## src/rtl/tlb_ptw_requestor_if.sv

```systemverilog
// TLB-miss / PTW request-response / refill bundle for one requestor slot.
interface tlb_ptw_requestor_if #(
  parameter int CNT_W = 16
) ();
  logic             miss_valid;
  logic             miss_ready;
  logic [26:0]      miss_addr;
  logic [1:0]       miss_prv;
  logic             miss_pum;
  logic             miss_mxr;
  logic             miss_store;
  logic             miss_fetch;
  logic             flush;

  logic             io_ptw_req_valid;
  logic             io_ptw_req_ready;
  logic [1:0]       io_ptw_req_bits_prv;
  logic             io_ptw_req_bits_pum;
  logic             io_ptw_req_bits_mxr;
  logic             io_ptw_req_bits_store;
  logic             io_ptw_req_bits_fetch;
  logic [26:0]      io_ptw_req_bits_addr;

  logic             io_ptw_resp_valid;
  logic [37:0]      io_ptw_resp_bits_pte_ppn;
  logic [15:0]      io_ptw_resp_bits_pte_reserved_for_hardware;
  logic [1:0]       io_ptw_resp_bits_pte_reserved_for_software;
  logic             io_ptw_resp_bits_pte_d;
  logic             io_ptw_resp_bits_pte_a;
  logic             io_ptw_resp_bits_pte_g;
  logic             io_ptw_resp_bits_pte_u;
  logic             io_ptw_resp_bits_pte_x;
  logic             io_ptw_resp_bits_pte_w;
  logic             io_ptw_resp_bits_pte_r;
  logic             io_ptw_resp_bits_pte_v;

  logic             refill_valid;
  logic [26:0]      refill_addr;
  logic [37:0]      refill_ppn;
  logic [7:0]       refill_flags;
  logic             refill_fault;
  logic [CNT_W-1:0] walk_count;

  // TLB / arbiter side: drives misses, flush, ready and responses.
  modport master (
    output miss_valid, miss_addr, miss_prv, miss_pum, miss_mxr, miss_store, miss_fetch, flush,
    output io_ptw_req_ready,
    output io_ptw_resp_valid, io_ptw_resp_bits_pte_ppn,
    output io_ptw_resp_bits_pte_reserved_for_hardware, io_ptw_resp_bits_pte_reserved_for_software,
    output io_ptw_resp_bits_pte_d, io_ptw_resp_bits_pte_a, io_ptw_resp_bits_pte_g, io_ptw_resp_bits_pte_u,
    output io_ptw_resp_bits_pte_x, io_ptw_resp_bits_pte_w, io_ptw_resp_bits_pte_r, io_ptw_resp_bits_pte_v,
    input  miss_ready, io_ptw_req_valid, io_ptw_req_bits_prv, io_ptw_req_bits_pum, io_ptw_req_bits_mxr,
    input  io_ptw_req_bits_store, io_ptw_req_bits_fetch, io_ptw_req_bits_addr,
    input  refill_valid, refill_addr, refill_ppn, refill_flags, refill_fault, walk_count
  );

  // Requestor side: the walk-request client itself.
  modport slave (
    input  miss_valid, miss_addr, miss_prv, miss_pum, miss_mxr, miss_store, miss_fetch, flush,
    input  io_ptw_req_ready,
    input  io_ptw_resp_valid, io_ptw_resp_bits_pte_ppn,
    input  io_ptw_resp_bits_pte_reserved_for_hardware, io_ptw_resp_bits_pte_reserved_for_software,
    input  io_ptw_resp_bits_pte_d, io_ptw_resp_bits_pte_a, io_ptw_resp_bits_pte_g, io_ptw_resp_bits_pte_u,
    input  io_ptw_resp_bits_pte_x, io_ptw_resp_bits_pte_w, io_ptw_resp_bits_pte_r, io_ptw_resp_bits_pte_v,
    output miss_ready, io_ptw_req_valid, io_ptw_req_bits_prv, io_ptw_req_bits_pum, io_ptw_req_bits_mxr,
    output io_ptw_req_bits_store, io_ptw_req_bits_fetch, io_ptw_req_bits_addr,
    output refill_valid, refill_addr, refill_ppn, refill_flags, refill_fault, walk_count
  );
endinterface

```

## src/rtl/tlb_ptw_requestor.sv

```systemverilog
// Single-outstanding PTW requestor: latches a TLB miss, issues the walk,
// waits for the PTE and returns a one-cycle refill with a permission fault.
module tlb_ptw_requestor #(
  parameter int CNT_W = 16
) (
  input logic                 clock,
  input logic                 reset,
  tlb_ptw_requestor_if.slave  bus
);

  typedef enum logic [2:0] {
    S_IDLE   = 3'd0,
    S_REQ    = 3'd1,
    S_WAIT   = 3'd2,
    S_REFILL = 3'd3,
    S_DRAIN  = 3'd4
  } state_e;

  state_e           state_q, state_d;
  logic [26:0]      addr_q;
  logic [1:0]       prv_q;
  logic             pum_q, mxr_q, store_q, fetch_q;
  logic [26:0]      refill_addr_q;
  logic [37:0]      ppn_q;
  logic [7:0]       flags_q;
  logic             fault_q;
  logic [CNT_W-1:0] count_q;

  logic [7:0]       pte_flags_s;
  logic             accept_s;
  logic             commit_s;
  logic             unused_pte_bits;

  // Permission check; flags are {d,a,g,u,x,w,r,v}. M-mode ignores the u bit.
  function automatic logic pte_fault(input logic [1:0] prv, input logic pum, input logic mxr,
                                     input logic store, input logic fetch, input logic [7:0] fl);
    logic v, r, w, x, u, d;
    v = fl[0]; r = fl[1]; w = fl[2]; x = fl[3]; u = fl[4]; d = fl[7];
    return (!v)
         | (fetch & !x)
         | (store & !(w & d))
         | (!fetch & !store & !(r | (mxr & x)))
         | ((prv == 2'd0) & !u)
         | ((prv == 2'd1) & u & (pum | fetch));
  endfunction

  assign pte_flags_s = {bus.io_ptw_resp_bits_pte_d, bus.io_ptw_resp_bits_pte_a,
                        bus.io_ptw_resp_bits_pte_g, bus.io_ptw_resp_bits_pte_u,
                        bus.io_ptw_resp_bits_pte_x, bus.io_ptw_resp_bits_pte_w,
                        bus.io_ptw_resp_bits_pte_r, bus.io_ptw_resp_bits_pte_v};
  assign accept_s = (state_q == S_IDLE) & bus.miss_valid;
  // A response that coincides with flush is discarded, never committed.
  assign commit_s = (state_q == S_WAIT) & bus.io_ptw_resp_valid & !bus.flush;
  assign unused_pte_bits = ^{bus.io_ptw_resp_bits_pte_reserved_for_hardware,
                             bus.io_ptw_resp_bits_pte_reserved_for_software};

  // Next-state logic, including flush handling per state.
  always_comb begin
    state_d = state_q;
    case (state_q)
      S_IDLE: begin
        if (bus.miss_valid) state_d = S_REQ;
        else                state_d = S_IDLE;
      end
      S_REQ: begin
        if (bus.flush)                 state_d = bus.io_ptw_req_ready ? S_DRAIN : S_IDLE;
        else if (bus.io_ptw_req_ready) state_d = S_WAIT;
        else                           state_d = S_REQ;
      end
      S_WAIT: begin
        if (bus.io_ptw_resp_valid) state_d = bus.flush ? S_IDLE : S_REFILL;
        else if (bus.flush)        state_d = S_DRAIN;
        else                       state_d = S_WAIT;
      end
      S_REFILL: state_d = S_IDLE;
      S_DRAIN: begin
        if (bus.io_ptw_resp_valid) state_d = S_IDLE;
        else                       state_d = S_DRAIN;
      end
      default: state_d = S_IDLE;
    endcase
  end

  // State register.
  always_ff @(posedge clock or posedge reset) begin
    if (reset) state_q <= S_IDLE;
    else       state_q <= state_d;
  end

  // Latch the request attributes when a miss is accepted.
  always_ff @(posedge clock or posedge reset) begin
    if (reset) begin
      addr_q  <= 27'd0;
      prv_q   <= 2'd0;
      pum_q   <= 1'b0;
      mxr_q   <= 1'b0;
      store_q <= 1'b0;
      fetch_q <= 1'b0;
    end else if (accept_s) begin
      addr_q  <= bus.miss_addr;
      prv_q   <= bus.miss_prv;
      pum_q   <= bus.miss_pum;
      mxr_q   <= bus.miss_mxr;
      store_q <= bus.miss_store;
      fetch_q <= bus.miss_fetch;
    end
  end

  // Capture the PTE and its fault verdict; held until the next committed response.
  always_ff @(posedge clock or posedge reset) begin
    if (reset) begin
      refill_addr_q <= 27'd0;
      ppn_q         <= 38'd0;
      flags_q       <= 8'd0;
      fault_q       <= 1'b0;
    end else if (commit_s) begin
      refill_addr_q <= addr_q;
      ppn_q         <= bus.io_ptw_resp_bits_pte_ppn;
      flags_q       <= pte_flags_s;
      fault_q       <= pte_fault(prv_q, pum_q, mxr_q, store_q, fetch_q, pte_flags_s);
    end
  end

  // Wrapping count of completed refills.
  always_ff @(posedge clock or posedge reset) begin
    if (reset)                   count_q <= '0;
    else if (state_q == S_REFILL) count_q <= count_q + {{(CNT_W-1){1'b0}}, 1'b1};
  end

  assign bus.miss_ready            = (state_q == S_IDLE);
  assign bus.io_ptw_req_valid      = (state_q == S_REQ);
  assign bus.io_ptw_req_bits_addr  = addr_q;
  assign bus.io_ptw_req_bits_prv   = prv_q;
  assign bus.io_ptw_req_bits_pum   = pum_q;
  assign bus.io_ptw_req_bits_mxr   = mxr_q;
  assign bus.io_ptw_req_bits_store = store_q;
  assign bus.io_ptw_req_bits_fetch = fetch_q;
  assign bus.refill_valid          = (state_q == S_REFILL);
  assign bus.refill_addr           = refill_addr_q;
  assign bus.refill_ppn            = ppn_q;
  assign bus.refill_flags          = flags_q;
  assign bus.refill_fault          = fault_q;
  assign bus.walk_count            = count_q;

endmodule

```

## src/flat_wrapper.sv

```systemverilog
// flat-port wrapper written by rule: the top's interface ports become plain ports
module tlb_ptw_requestor_flat 
#(
  parameter int CNT_W = 16
)
  (clock, reset, bus_miss_valid, bus_miss_addr, bus_miss_prv, bus_miss_pum, bus_miss_mxr, bus_miss_store, bus_miss_fetch, bus_flush, bus_io_ptw_req_ready, bus_io_ptw_resp_valid, bus_io_ptw_resp_bits_pte_ppn, bus_io_ptw_resp_bits_pte_reserved_for_hardware, bus_io_ptw_resp_bits_pte_reserved_for_software, bus_io_ptw_resp_bits_pte_d, bus_io_ptw_resp_bits_pte_a, bus_io_ptw_resp_bits_pte_g, bus_io_ptw_resp_bits_pte_u, bus_io_ptw_resp_bits_pte_x, bus_io_ptw_resp_bits_pte_w, bus_io_ptw_resp_bits_pte_r, bus_io_ptw_resp_bits_pte_v, bus_miss_ready, bus_io_ptw_req_valid, bus_io_ptw_req_bits_prv, bus_io_ptw_req_bits_pum, bus_io_ptw_req_bits_mxr, bus_io_ptw_req_bits_store, bus_io_ptw_req_bits_fetch, bus_io_ptw_req_bits_addr, bus_refill_valid, bus_refill_addr, bus_refill_ppn, bus_refill_flags, bus_refill_fault, bus_walk_count);
  tlb_ptw_requestor_if #(.CNT_W(CNT_W)) bus_i ();
  input logic clock;
  input logic reset;
  input wire logic [$bits(bus_i.miss_valid)-1:0] bus_miss_valid;
  input wire logic [$bits(bus_i.miss_addr)-1:0] bus_miss_addr;
  input wire logic [$bits(bus_i.miss_prv)-1:0] bus_miss_prv;
  input wire logic [$bits(bus_i.miss_pum)-1:0] bus_miss_pum;
  input wire logic [$bits(bus_i.miss_mxr)-1:0] bus_miss_mxr;
  input wire logic [$bits(bus_i.miss_store)-1:0] bus_miss_store;
  input wire logic [$bits(bus_i.miss_fetch)-1:0] bus_miss_fetch;
  input wire logic [$bits(bus_i.flush)-1:0] bus_flush;
  input wire logic [$bits(bus_i.io_ptw_req_ready)-1:0] bus_io_ptw_req_ready;
  input wire logic [$bits(bus_i.io_ptw_resp_valid)-1:0] bus_io_ptw_resp_valid;
  input wire logic [$bits(bus_i.io_ptw_resp_bits_pte_ppn)-1:0] bus_io_ptw_resp_bits_pte_ppn;
  input wire logic [$bits(bus_i.io_ptw_resp_bits_pte_reserved_for_hardware)-1:0] bus_io_ptw_resp_bits_pte_reserved_for_hardware;
  input wire logic [$bits(bus_i.io_ptw_resp_bits_pte_reserved_for_software)-1:0] bus_io_ptw_resp_bits_pte_reserved_for_software;
  input wire logic [$bits(bus_i.io_ptw_resp_bits_pte_d)-1:0] bus_io_ptw_resp_bits_pte_d;
  input wire logic [$bits(bus_i.io_ptw_resp_bits_pte_a)-1:0] bus_io_ptw_resp_bits_pte_a;
  input wire logic [$bits(bus_i.io_ptw_resp_bits_pte_g)-1:0] bus_io_ptw_resp_bits_pte_g;
  input wire logic [$bits(bus_i.io_ptw_resp_bits_pte_u)-1:0] bus_io_ptw_resp_bits_pte_u;
  input wire logic [$bits(bus_i.io_ptw_resp_bits_pte_x)-1:0] bus_io_ptw_resp_bits_pte_x;
  input wire logic [$bits(bus_i.io_ptw_resp_bits_pte_w)-1:0] bus_io_ptw_resp_bits_pte_w;
  input wire logic [$bits(bus_i.io_ptw_resp_bits_pte_r)-1:0] bus_io_ptw_resp_bits_pte_r;
  input wire logic [$bits(bus_i.io_ptw_resp_bits_pte_v)-1:0] bus_io_ptw_resp_bits_pte_v;
  output wire logic [$bits(bus_i.miss_ready)-1:0] bus_miss_ready;
  output wire logic [$bits(bus_i.io_ptw_req_valid)-1:0] bus_io_ptw_req_valid;
  output wire logic [$bits(bus_i.io_ptw_req_bits_prv)-1:0] bus_io_ptw_req_bits_prv;
  output wire logic [$bits(bus_i.io_ptw_req_bits_pum)-1:0] bus_io_ptw_req_bits_pum;
  output wire logic [$bits(bus_i.io_ptw_req_bits_mxr)-1:0] bus_io_ptw_req_bits_mxr;
  output wire logic [$bits(bus_i.io_ptw_req_bits_store)-1:0] bus_io_ptw_req_bits_store;
  output wire logic [$bits(bus_i.io_ptw_req_bits_fetch)-1:0] bus_io_ptw_req_bits_fetch;
  output wire logic [$bits(bus_i.io_ptw_req_bits_addr)-1:0] bus_io_ptw_req_bits_addr;
  output wire logic [$bits(bus_i.refill_valid)-1:0] bus_refill_valid;
  output wire logic [$bits(bus_i.refill_addr)-1:0] bus_refill_addr;
  output wire logic [$bits(bus_i.refill_ppn)-1:0] bus_refill_ppn;
  output wire logic [$bits(bus_i.refill_flags)-1:0] bus_refill_flags;
  output wire logic [$bits(bus_i.refill_fault)-1:0] bus_refill_fault;
  output wire logic [$bits(bus_i.walk_count)-1:0] bus_walk_count;
  assign bus_i.miss_valid = bus_miss_valid;
  assign bus_i.miss_addr = bus_miss_addr;
  assign bus_i.miss_prv = bus_miss_prv;
  assign bus_i.miss_pum = bus_miss_pum;
  assign bus_i.miss_mxr = bus_miss_mxr;
  assign bus_i.miss_store = bus_miss_store;
  assign bus_i.miss_fetch = bus_miss_fetch;
  assign bus_i.flush = bus_flush;
  assign bus_i.io_ptw_req_ready = bus_io_ptw_req_ready;
  assign bus_i.io_ptw_resp_valid = bus_io_ptw_resp_valid;
  assign bus_i.io_ptw_resp_bits_pte_ppn = bus_io_ptw_resp_bits_pte_ppn;
  assign bus_i.io_ptw_resp_bits_pte_reserved_for_hardware = bus_io_ptw_resp_bits_pte_reserved_for_hardware;
  assign bus_i.io_ptw_resp_bits_pte_reserved_for_software = bus_io_ptw_resp_bits_pte_reserved_for_software;
  assign bus_i.io_ptw_resp_bits_pte_d = bus_io_ptw_resp_bits_pte_d;
  assign bus_i.io_ptw_resp_bits_pte_a = bus_io_ptw_resp_bits_pte_a;
  assign bus_i.io_ptw_resp_bits_pte_g = bus_io_ptw_resp_bits_pte_g;
  assign bus_i.io_ptw_resp_bits_pte_u = bus_io_ptw_resp_bits_pte_u;
  assign bus_i.io_ptw_resp_bits_pte_x = bus_io_ptw_resp_bits_pte_x;
  assign bus_i.io_ptw_resp_bits_pte_w = bus_io_ptw_resp_bits_pte_w;
  assign bus_i.io_ptw_resp_bits_pte_r = bus_io_ptw_resp_bits_pte_r;
  assign bus_i.io_ptw_resp_bits_pte_v = bus_io_ptw_resp_bits_pte_v;
  assign bus_miss_ready = bus_i.miss_ready;
  assign bus_io_ptw_req_valid = bus_i.io_ptw_req_valid;
  assign bus_io_ptw_req_bits_prv = bus_i.io_ptw_req_bits_prv;
  assign bus_io_ptw_req_bits_pum = bus_i.io_ptw_req_bits_pum;
  assign bus_io_ptw_req_bits_mxr = bus_i.io_ptw_req_bits_mxr;
  assign bus_io_ptw_req_bits_store = bus_i.io_ptw_req_bits_store;
  assign bus_io_ptw_req_bits_fetch = bus_i.io_ptw_req_bits_fetch;
  assign bus_io_ptw_req_bits_addr = bus_i.io_ptw_req_bits_addr;
  assign bus_refill_valid = bus_i.refill_valid;
  assign bus_refill_addr = bus_i.refill_addr;
  assign bus_refill_ppn = bus_i.refill_ppn;
  assign bus_refill_flags = bus_i.refill_flags;
  assign bus_refill_fault = bus_i.refill_fault;
  assign bus_walk_count = bus_i.walk_count;
  tlb_ptw_requestor #(.CNT_W(CNT_W)) u_core (.clock(clock), .reset(reset), .bus(bus_i));
endmodule
```

## config.mk

```make
export PLATFORM = sky130hd
export DESIGN_NAME = tlb_ptw_requestor_flat
export DESIGN_NICKNAME = d
export VERILOG_FILES = /design/src/rtl/tlb_ptw_requestor_if.sv /design/src/rtl/tlb_ptw_requestor.sv /design/src/flat_wrapper.sv
export SDC_FILE = /design/constraint.sdc
export NUM_CORES = 1
export LEC_CHECK = 0
export CAP_MARGIN = 40
export CORE_ASPECT_RATIO = 1.25
export CORE_MARGIN = 4
export CORE_UTILIZATION = 45
export DETAILED_ROUTE_END_ITERATION = 8
export PLACE_DENSITY = 0.88
export SYNTH_ARGS = -nofsm -noshare
export SYNTH_HDL_FRONTEND = slang
export SYNTH_SLANG_ARGS = --single-unit
```

## constraint.sdc

```tcl
create_clock -name clock -period 9.55 [get_ports clock]
set_input_delay 1.91 -clock clock [delete_from_list [all_inputs] [get_ports clock]]
set_output_delay 1.91 -clock clock [all_outputs]
set_load 0.02 [all_outputs]
```

# Yosys cells after proc, flatten, opt, wreduce, memory -nomap -nowiden
# Index checks and enable logic that the tools add are counted.
[word_totals]
reg_bits = 126
in_bits = 103
[op_classes]
n_addsub = 1
n_eq_ne = 5
n_mux = 9
bitwise_logic = 19
reduce_logical = 10
[op_table]
columns = ["operator", "n"]
rows = [
  ["$add 16x1->16 const B", 1],
  ["$mux 3", 5],
  ["$and 1x1->1", 12],
  ["$pmux 3 s4", 1],
  ["$logic_not 1->1", 8],
  ["$or 1x1->1", 7],
  ["$eq 3x2->1 const B", 2],
  ["$mux 2", 2],
  ["$eq 3x1->1 const B", 1],
  ["$eq 3x3->1 const B", 1],
  ["$logic_not 3->1", 1],
  ["$eq 2x1->1 const B", 1],
  ["$logic_not 2->1", 1],
  ["$mux 1", 1],
]

# Depth between registers and ports, before layout
[depth]
word_depth = 7
mapped_depth = 7

# Least setup slack after synthesis
# Ideal clock, no wire load.
[synth_path]
path_type = "register to output"
start = "register u_core.state_q[1]"
end = "output port bus_io_ptw_req_valid"
arrival_ps = 1037
required_time_ps = 7640
slack_ps = 6603
path_stages_with_launch = 3
cell_sequence = "dfrtp_1 > buf_4 > nor3_1"
[synth_between]
elab_chain_cells = 1
[synth_lines]
columns = ["item", "line", "rtl"]
rows = [
  ["start: declaration", "tlb_ptw_requestor.sv:19", "state_e state_q, state_d;"],
  ["start signal: assignment", "tlb_ptw_requestor.sv:87", "else state_q <= state_d;"],
  ["$eq 3x1->1", "tlb_ptw_requestor.sv:131", "assign bus.io_ptw_req_valid = (state_q == S_REQ);"],
  ["end: declaration", "flat_wrapper.sv:32", "output wire logic [$bits(bus_i.io_ptw_req_valid)-1:0] bus_io_ptw_req_valid;"],
]
# No other way between the ends.

# Worst setup path after layout
[layout_path]
start = "register u_core.state_q[1]"
end = "output port bus_refill_valid"
[layout_between]
elab_chain_cells = 1
[layout_lines]
columns = ["item", "line", "rtl"]
rows = [
  ["$eq 3x2->1", "tlb_ptw_requestor.sv:138", "assign bus.refill_valid = (state_q == S_REFILL);"],
  ["end: declaration", "flat_wrapper.sv:39", "output wire logic [$bits(bus_i.refill_valid)-1:0] bus_refill_valid;"],
]
# No other way between the ends.

==> results_dict.tcl <==
set metrics [dict create \
    drv_cap 0 \
    powerDensity_nw_per_um2 343 \
    h-tree-depth 4 \
    cp_data_arrival_time_ps 1930 \
    die_area_um2 13300 \
    avgSynthCellArea_um2 16.4 \
    synth-simple-area-share_pct 5.15 \
    synth_top_family_by_area "multiplexers" \
    dr.pass1.iters 4 \
    syn-num-nets 421 \
    finalSetupViolCount 0 \
    ctsResizeCount 0 \
    min_path_type "flop to flop" \
    core_um2 11200 \
    r2r_slack_ps 7290 \
    p_total_w 0.00271 \
    synthTopCellsByArea "dfrtp_1, mux2_4, mux2_2" \
    drive_above_1_share_pct 27.3 \
    cts_tree "done" \
    p_clk_share_pct 22.6 \
    grt-ovfl-total 0 \
    final_hold_viol_count 0 \
    die_h_um 128 \
    yosysSeqAreaShare_pct 60.6 \
    place.gp.congestion 0.786 \
    synth_top_area_share_pct 60.6 \
    antenna_found_initial 0 \
    holdBufCountCts 0 \
    tns_ps 0 \
    swShare_pct 33.3 \
    final_cells 680 \
    syn-cell-area_um2 5200 \
    synth-main-ff-cell "dfrtp_1" \
    final_util_pct 70.7 \
    root_buffer "clkbuf_16" \
    netlist-cell-type-count 36 \
    finalNetCount 637 \
    synthMuxAreaShare_pct 26.6 \
    synth_top_area_cell "dfrtp_1" \
    insertion_delay_ps 400 \
    synth_cells 317 \
    synth_edf_count 0 \
    required_ps 7640 \
    drcViolationCount 0 \
    power.leakage_nw 3.62 \
    grt_pass1_vias 3947 \
    row_count 43 \
    clk_pin_slew_worst_paths_ps 60 \
    path_max_fanout 9 \
    p_int_w 0.00181 \
    synth-seq-cells 126 \
    critPathKind "flop to primary output" \
    synth_xor_area_share_pct 2.67 \
    combPwrFrac_pct 43.7 \
    post-dp-hpwl_mm 9.27 \
    cts_buffer_depth 2 \
    totalWireLength_mm 12.8 \
    finalCritPeriodShare_pct 40.2 \
    slew_headroom_pct 42.7 \
    cts.sinks 126 \
    period_minus_slack_ps 3840 \
    skew_ps 6.20 \
    ys_warn_count 0 \
    port_buffers 210 \
    place_inst 649 \
    max_freq_mhz 260 \
    n_antenna_cell 0 \
    p_sw_w 0.000904 \
    post_cts_buffers 0 \
    tightest_slew_ps 859 \
    seq_power_share_pct 33.8 \
    final_common_cell "clkdlybuf4s50_1" \
    wl_per_cell_um 18.8 \
    detail-route-antenna-nets 0 \
    initial_utilization_pct 46.5 \
    synthArstFlopShare_pct 100 \
    startpoint_type "flop" \
    viasPerCell 5.04 \
    grt_use_total_pct 19.8 \
    fp.dieW_um 104 \
    grt_pass1_wl_mm 20.7 \
    numCtsBuffers 17 \
    areaGrowthSynthToFinish_pct 52.1 \
    status "finished, final reports clean" \
    final_cell_mix "clkdlybuf4s50_1, dfrtp_1, mux2_2" \
    vias 3429 \
    worst_setup_path_end_kind "primary output" \
    synthAdderAreaFrac_pct 0.241 \
    vdd_drop_max_v 0.000179 \
    grt_max_degree 66 \
    drtIter0Drc 79 \
    rsz0062_at_grt "no" \
    slew_violations 0 \
    synth_compound_area_share_pct 1.18 \
    io_pins 229 \
]
[sequential cells by signal, summed over array words and instances (netlist names)]
signal	cells
u_core.bus.refill_ppn	38
u_core.bus.io_ptw_req_bits_addr	27
u_core.bus.refill_addr	27
u_core.bus.walk_count	16
u_core.bus.refill_flags	8
u_core.state_q	3
u_core.bus.io_ptw_req_bits_prv	2
u_core.bus.io_ptw_req_bits_fetch	1
u_core.bus.io_ptw_req_bits_mxr	1
u_core.bus.io_ptw_req_bits_pum	1
u_core.bus.io_ptw_req_bits_store	1
u_core.bus.refill_fault	1
[path summary, 6_finish.rpt]
path,startpoint,to,depth (start not counted)
max in group asynchronous,reset,u_core.bus.refill_addr[23],3
worst max-delay path,u_core.state_q[1],bus_refill_valid,2
worst max register to register,u_core.state_q[0],u_core.bus.refill_ppn[7],4
worst min register to register,u_core.bus.walk_count[15],u_core.bus.walk_count[15],1
min in group asynchronous,reset,u_core.bus.refill_ppn[13],2
worst min-delay path,u_core.bus.walk_count[15],u_core.bus.walk_count[15],1
[synthesized netlist by cell type, drive strengths merged (4+ instances only)]
cell	n
buf	16
nand3	7
nand4	4
nor2	6
o21ai	5
xor2	4
mux2	107
dfrtp	126
xnor2	11
nor3	5
and3	4
nand2	7
[worst max-delay path, cell delays in order, from the launching register on]
cell	delay, ps
dfrtp_1	540
and3b_1	340
clkdlybuf4s50_1	650
[power groups by stage]
stage	clock [W]	combinational, W	sequential, W
floorplan	0	0.000375	0.00116
global placement	0	0.00116	0.000901
detailed placement	0	0.00119	0.000922
CTS	0.000622	0.00120	0.000919
global route	0.000647	0.00124	0.000950
finish	0.000612	0.00119	0.000917
[routing by layer]
layer  part of all wire (%)  routed length, um  track usage (%)  vias up
li1                       -                  -                -     1549
met1                     36               4640             20.6     1725
met2                     53               6760             34.8      132
met3                    8.7               1110             8.72       23
met4                    2.4                310             8.29        0
met5                      0                  0                0        -
[layout make-up]
type	instances	area, um^2
clock inverters	8	90.1
repair buffers	213	2140
clock buffers	23	468
flip-flops and latches	126	3150
inverters	2	10.0
well taps	135	169
multi-input cells	173	1880
fillers	774	3280
[logic make-up after synthesis]
kind of cell / count (synthesis)
buffers and inverters: 18
AND/OR/NAND/NOR: 40
XOR/XNOR: 15
adder cells (fa/ha/maj): 1
flip-flops: 126
AO/OA/AOI/OAI: 10
multiplexers: 107
[stage by stage]
step / area, um^2 / setup slack [ps] / hold WS, ps
floorplan: 5200 / 4280 / 520
global placement: 7320 / 5410 / 460
detailed placement: 7350 / 5330 / 484
CTS: 7910 / 5690 / 499
global route: 7910 / 5620 / 513
finish: 7910 / 5710 / 491
Note: power is estimated with default switching activity, not from simulation.
